File: src/rtl/cluster_frame_packer.sv
// cluster_frame_packer: captures eight clusters on the finder's latch strobe
// and streams them as four 30-bit link words, two clusters per word. An active
// slot (A) feeds the link while a one-frame holding slot (B) absorbs strobe
// jitter; frames arriving with both slots full are dropped and counted, and the
// next frame to start carries the ovf flag in its first word.
module cluster_frame_packer #(
  parameter int                   MXCLUSTERS  = 8,
  parameter int                   MXADRBITS   = 11,
  parameter int                   MXCNTBITS   = 3,
  parameter logic [MXADRBITS-1:0] INVALID_ADR = 11'h7FE
) (
  input  logic                            clock,
  input  logic                            reset,
  input  logic                            latch_in,
  input  logic [MXCLUSTERS*MXADRBITS-1:0] adr_in,
  input  logic [MXCLUSTERS*MXCNTBITS-1:0] cnt_in,
  input  logic [MXCLUSTERS-1:0]           vpf_in,
  output logic [2*(MXADRBITS+MXCNTBITS)+1:0] dout,
  output logic                            dout_valid,
  output logic                            busy,
  output logic [15:0]                     overflow_cnt
);

  localparam int CW = MXADRBITS + MXCNTBITS;   // one cluster word
  localparam int FW = CW * MXCLUSTERS;         // one captured frame
  localparam int LW = 2 * CW + 2;              // one link word

  localparam logic [0:0] S_IDLE = 1'b0;
  localparam logic [0:0] S_SEND = 1'b1;

  logic [0:0]    state_q, state_d;
  logic [1:0]    w_q, w_d;             // index of the word currently on dout
  logic [FW-1:0] a_q, a_d, b_q, b_d;
  logic          b_v_q, b_v_d;
  logic          drop_pend_q, drop_pend_d;
  logic [15:0]   ovf_q, ovf_d;
  logic [LW-1:0] dout_q, dout_d;
  logic          dv_q, dv_d;

  logic [FW-1:0] frame_in, start_frame;
  logic          frame_done, a_free, start, drop;

  // Link word w of frame f; frame_start and ovf live only in word 0.
  function automatic logic [LW-1:0] mkword(input logic [FW-1:0] f,
                                           input logic [1:0] w,
                                           input logic ovf);
    mkword = {w == 2'd0, (w == 2'd0) & ovf, f[w*2*CW +: 2*CW]};
  endfunction

  // Pack the strobed clusters; empty slots carry the invalid address.
  always_comb begin
    frame_in = '0;
    for (int i = 0; i < MXCLUSTERS; i++)
      frame_in[i*CW +: CW] = vpf_in[i] ?
        {cnt_in[i*MXCNTBITS +: MXCNTBITS], adr_in[i*MXADRBITS +: MXADRBITS]} :
        {{MXCNTBITS{1'b0}}, INVALID_ADR};
  end

  // Slot management, word sequencing and drop accounting.
  always_comb begin
    state_d     = state_q;
    w_d         = w_q;
    a_d         = a_q;
    b_d         = b_q;
    b_v_d       = b_v_q;
    drop_pend_d = drop_pend_q;
    ovf_d       = ovf_q;
    dout_d      = '0;
    dv_d        = 1'b0;
    start       = 1'b0;
    drop        = 1'b0;
    start_frame = a_q;

    frame_done = (state_q == S_SEND) && (w_q == 2'd3);
    a_free     = (state_q == S_IDLE) || frame_done;

    // A buffered frame follows the current one with no idle gap.
    if (frame_done && b_v_q) begin
      start       = 1'b1;
      start_frame = b_q;
      b_v_d       = 1'b0;
    end

    if (latch_in) begin
      if (a_free && !b_v_q) begin
        start       = 1'b1;
        start_frame = frame_in;
      end else if (!b_v_q || frame_done) begin
        // B is empty, or is emptying into A this very cycle.
        b_d   = frame_in;
        b_v_d = 1'b1;
      end else begin
        drop = 1'b1;
      end
    end

    if (start) begin
      a_d         = start_frame;
      state_d     = S_SEND;
      w_d         = 2'd0;
      dout_d      = mkword(start_frame, 2'd0, drop_pend_q);
      dv_d        = 1'b1;
      drop_pend_d = 1'b0;
    end else if (state_q == S_SEND && !frame_done) begin
      w_d    = w_q + 2'd1;
      dout_d = mkword(a_q, w_q + 2'd1, 1'b0);
      dv_d   = 1'b1;
    end else if (frame_done) begin
      state_d = S_IDLE;
    end

    // A drop in the same cycle as a frame start keeps the flag pending.
    if (drop) begin
      drop_pend_d = 1'b1;
      if (ovf_q != 16'hFFFF) ovf_d = ovf_q + 16'd1;
    end
  end

  // State registers with synchronous reset; reset aborts any frame in flight.
  always_ff @(posedge clock) begin
    if (reset) begin
      state_q     <= S_IDLE;
      w_q         <= 2'd0;
      a_q         <= '0;
      b_q         <= '0;
      b_v_q       <= 1'b0;
      drop_pend_q <= 1'b0;
      ovf_q       <= 16'd0;
      dout_q      <= '0;
      dv_q        <= 1'b0;
    end else begin
      state_q     <= state_d;
      w_q         <= w_d;
      a_q         <= a_d;
      b_q         <= b_d;
      b_v_q       <= b_v_d;
      drop_pend_q <= drop_pend_d;
      ovf_q       <= ovf_d;
      dout_q      <= dout_d;
      dv_q        <= dv_d;
    end
  end

  assign dout         = dout_q;
  assign dout_valid   = dv_q;
  assign busy         = (state_q == S_SEND) || b_v_q;
  assign overflow_cnt = ovf_q;

endmodule

File: config.mk
export PLATFORM = sky130hd
export DESIGN_NAME = cluster_frame_packer
export DESIGN_NICKNAME = d
export VERILOG_FILES = /design/src/rtl/cluster_frame_packer.sv
export SDC_FILE = /design/constraint.sdc
export NUM_CORES = 1
export LEC_CHECK = 0
export ABC_CLOCK_PERIOD_IN_PS = 5700
export CAP_MARGIN = 20
export CORE_MARGIN = 4
export CORE_UTILIZATION = 45
export DETAILED_ROUTE_END_ITERATION = 10
export MAX_ROUTING_LAYER = met4
export PLACE_DENSITY = 0.68
export SLEW_MARGIN = 15
export SYNTH_ARGS = -nofsm -noshare
export SYNTH_HDL_FRONTEND = slang
export SYNTH_SLANG_ARGS = --single-unit
File: constraint.sdc
create_clock -name clock -period 5.7 [get_ports clock]
set_input_delay 1.71 -clock clock [delete_from_list [all_inputs] [get_ports clock]]
set_output_delay 1.71 -clock clock [all_outputs]
set_load 0.03 [all_outputs]
### Word level (Yosys, flattened, before mapping)

Index checks and enable logic that the tools add are counted.

* bits of input ports: 123
* memory bits (read-only): 0
* word-level logic and storage cells: 64
* bits in latches: 0
* output and inout bits: 48
* memories kept: 0
* memory bits (writable): 0
* register bits after elaboration: 276

* bitwise gates (word level): 2
* muxes and demuxes: 30
* div/mod/pow operators: 0
* equal/unequal tests: 3
* reductions and logical operators: 16
* multiply operators: 1
* shifts and indexed selects: 1
* order comparisons: 0
* $add $sub $neg: 2

Operator list (number)
* $mux W112: 3
* $mux W14: 8
* $shiftx A112 B8 Y28: 1
* $mux W30: 2
* $mux W1: 17
* $add A16 B1 Y16 const B: 1
* $ne A16 B16 Y1 const B: 1
* $mul A2 B3 Y5 const B: 1
* $logic_and A1 B1 Y1: 4
* $reduce_and A2 Y1: 2
* $reduce_bool A2 Y1: 2
* $logic_or A1 B1 Y1: 3
* $reduce_and A3 Y1: 1
* $add A2 B1 Y2 const B: 1
* $eq A2 B2 Y1 const B: 1
* $logic_not A1 Y1: 2
* $logic_not A2 Y1: 1
* $ne A2 B2 Y1 const B: 1
* $not A1 Y1: 2
* $reduce_or A2 Y1: 1

### Depth between registers and ports, before layout

* depth after elaboration: 8
* gate-level depth with buffers: 10
* gate-level depth less buffers: 5

### Worst setup path after synthesis

Ideal clock, no wire load.

* path type: input-to-reg
* start point: input port latch_in
* end point: register ovf_q[7] (netlist: overflow_cnt[7])
* data required time: 5.577 ns
* stages on the path: 4
* path slack: 2.786 ns
* buffers on the path: 1
* arrival: 2.791 ns
* setup time: 0.123 ns
* cell sequence: clkbuf_1 nand2_1 nor4b_1 mux2_1

* cells in the longest elaborated chain, start to end: 2

Ends and longest elaborated chain
* start, declared: RTL line 14 `input logic latch_in,`
* $mux W1: RTL line 84 `if (latch_in) begin`
* $reduce_and A2 Y1 (no source line)
* end signal, assigned: RTL line 138 `ovf_q <= ovf_d;`
* end, declared: RTL line 36 `logic [15:0] ovf_q, ovf_d;`

Every way passes these cells.
A chain may end at the register's enable or synchronous reset.

### Final worst setup path

* start point: input port latch_in
* end point: register dout_q[7] (netlist: dout[7])

* cells in the longest elaborated chain, start to end: 2
* elaborated cells between the ends (all ways): 3
* those cells by class: mux: 3

Ends and longest elaborated chain
* $mux W112 / $mux W1 (equally long branches): RTL line 84
* $mux W30 (*): RTL line 97 `if (start) begin`
* end signal, assigned: RTL line 139 `dout_q <= dout_d;`
* end, declared: RTL line 37 `logic [LW-1:0] dout_q, dout_d;`

Mark *: on every way between the ends. The rest lies on a longest branch, timed or not.

==> reports/qor.csv <==
metric;value;unit
dr_total_vias;9976;
rsz0062_at_grt;false;
firstDrtPassIters;5;
nets;1435;
final_antenna_net_count;0;
p_int;3.49;mW
min_period_over_period;67.0;%
rr_startpoint;w_q[0];
run_status;finished, final reports clean;
routed_via_density;5.99;
crit_arrival;4300;ps
r2r_cells;7;
yosys_warnings;0;
dieArea;29000;sq um
fin_crit;3820;ps
setup_viol;0;
overflow;0;
post_cts_resized;0;
max_freq;0.262;GHz
layout_common_cells;275 x dfxtp_1, 169 x clkdlybuf4s50_1, 129 x nand2_1;
cts_made_buffers;29;
clk_latency;540;ps
grt_pass1_wl;52900;microns
async_flop_share;0;%
p_sw;1.19;mW
ys_top_cells_by_area;dfxtp_1 47%, o2bb2ai_1 6.3%, mux4_2 5.3%, mux2i_1 5.2%, a32o_1 4.7%;
hp-class;register to register;
grt_usage;23.2;%
maxCapViolations;0;
cts.sinks;276;
coreArea;26000;sq um
areaGrowthSynthToFinish;23.1;%
crit_required;6180;ps
final_common_cell;dfxtp_1;
grt_max_degree;133;
dp.cells;1614;
p_leak;4.92;nW
synth_cells;1207;
synth_edf_count;0;
numPortBuffers;170;
p_comb_share;13.4;%
post-cts-setup-buffer-count;0;
syn_area;11800;sq um
diodes;0;
endpoint_kind;register;
ys_types;42;
hp-start;drop_pend_q;
critPathLaunchType;primary input;
hold_viol_final;0;
p_seq_share;44.8;%
drv_slew;0;
fp.dieW;170;microns
slew_headroom;32.9;%
ys_seq_area_share;46.7;%
drive_gt1_share;8.19;%
synth.top_cell.area_share;46.7;%
cts.htree.levels;1;
synth-main-ff-cell;dfxtp_1;
syn_avg_cell_area;9.81;sq um
swShare;25.4;%
power.share.clock;41.9;%
nFillCells;2289;
row_count;59;
path_clk_slew;60;ps
final_cells;1666;
synth_fp_nets;1332;
p_per_area;321;nW/um^2
worst_slack;1880;ps
worstHoldPathCells;1;
path_class;primary input to register;
peakVddDrop;0.163;mV
start_util;45.6;%
ys_ff_latch;276;
r2r_slack;2720;ps
root_buffer;clkbuf_16;
cp_max_fo;58;
p_total;4.68;mW
tightest_slew;1010;ps
route.detailed.drc;0;
worstReg2RegEnd;dout[24];
cts_hold_buffers;0;
routed_wl;33700;microns
wire_per_inst;20.2;microns
die_h;170;microns
drt_iter0_drc;992;
synth_largest_area_cell;dfxtp_1;
cts_buffer_depth;3;
dp_slack;1390;ps
cts_tree;built;
first_global_vias;9336;
setup_tns;0;ps
io_pins;171;
antenna_found_initial;0;
whs_endpoint;drop_pend_q;
dp_hpwl;21500;microns
routabilityCongestion;0.860;
finClkSkew;11.8;ps
## state kept, by name (all words and copies together) (netlist names)
| register | cells |
|---|---|
| dout_valid | 1 |
| dout | 30 |
| b_q | 112 |
| drop_pend_q | 1 |
| state_q | 1 |
| a_q | 112 |
| w_q | 2 |
| b_v_q | 1 |
| overflow_cnt | 16 |
## worst max path at each step
stage,to,depth (start not counted),slack [ps],from
after floorplan,overflow_cnt[7],4,2790,latch_in
after global placement,dout[7],5,1440,latch_in
after detailed placement,dout[16],5,1390,latch_in
after CTS,dout[16],5,1920,latch_in
after global routing,dout[7],5,1710,latch_in
final,dout[7],5,1880,latch_in
## power by group through the flow
| stage | Combinational [mW] | Sequential [mW] | Clock (mW) |
|---|---|---|---|
| floorplan | 0.386 | 2.14 | 0 |
| global placement | 0.615 | 2.13 | 0 |
| detailed placement | 0.622 | 2.14 | 0 |
| CTS | 0.626 | 2.09 | 1.98 |
| global route | 0.680 | 2.11 | 2.07 |
| finish | 0.625 | 2.10 | 1.96 |
## cell type report
| class | count | area (sq um) | area share (%) |
|---|---|---|---|
| well taps | 335 | 419 | 2.87 |
| clock inverters | 12 | 166 | 1.14 |
| clock buffers | 40 | 827 | 5.67 |
| repair buffers | 185 | 1850 | 12.7 |
| inverters | 4 | 15.0 | 0.103 |
| multi-input cells | 814 | 5780 | 39.6 |
| flip-flops and latches | 276 | 5530 | 37.9 |
## routing by layer
layer	part of all wire, %	vias up	GRT usage, %	routed length (microns)
li1	-	4712	-	-
met1	48	4832	35.1	16200
met2	44	394	33.7	14800
met3	6.7	38	2.79	2260
met4	1.4	0	4.62	477
met5	0	-	-	0
## cell usage after synthesis, types with 9 or more instances
cell type / count
nand2b_1: 62
a32o_1: 56
buf_2: 41
nor2_1: 88
buf_1: 12
mux4_2: 28
clkbuf_1: 45
a32oi_1: 24
nand2_1: 129
nand3_1: 68
mux2i_1: 62
o2bb2ai_1: 85
a21oi_1: 47
nor2b_1: 23
a211oi_1: 20
or3_1: 9
dfxtp_1: 276
a22oi_1: 60
## metrics by stage
| step | hold WS, ps | cell area [sq um] | util (%) |
|---|---|---|---|
| 2_1_floorplan | 424 | 11800 | - |
| 3_3_place_gp | 441 | 13600 | 52.3 |
| 3_5_place_dp | 443 | 13600 | 52.3 |
| 4_1_cts | 454 | 14600 | 56.1 |
| 5_1_grt | 469 | 14600 | 56.1 |
| 6_report | 452 | 14600 | 56.1 |
## logic make-up (layout without fill, tap and decap cells)
group	count (synthesis)	count (layout)	synth area share, %
flip-flops	276	276	46.7
AO/OA/AOI/OAI	307	307	20.7
multiplexers	93	93	10.8
adder cells (fa/ha/maj)	2	2	0.211
XOR/XNOR	2	2	0.148
buffers and inverters	117	241	4.84
AND/OR/NAND/NOR	410	410	16.6
## worst max-delay path: stages
cell	delay [ps]
clkdlybuf4s50_1	820
mux2i_1	230
or3_2	480
inv_2	740
a32o_1	290
No activity file was read; power rests on OpenSTA's default activity.
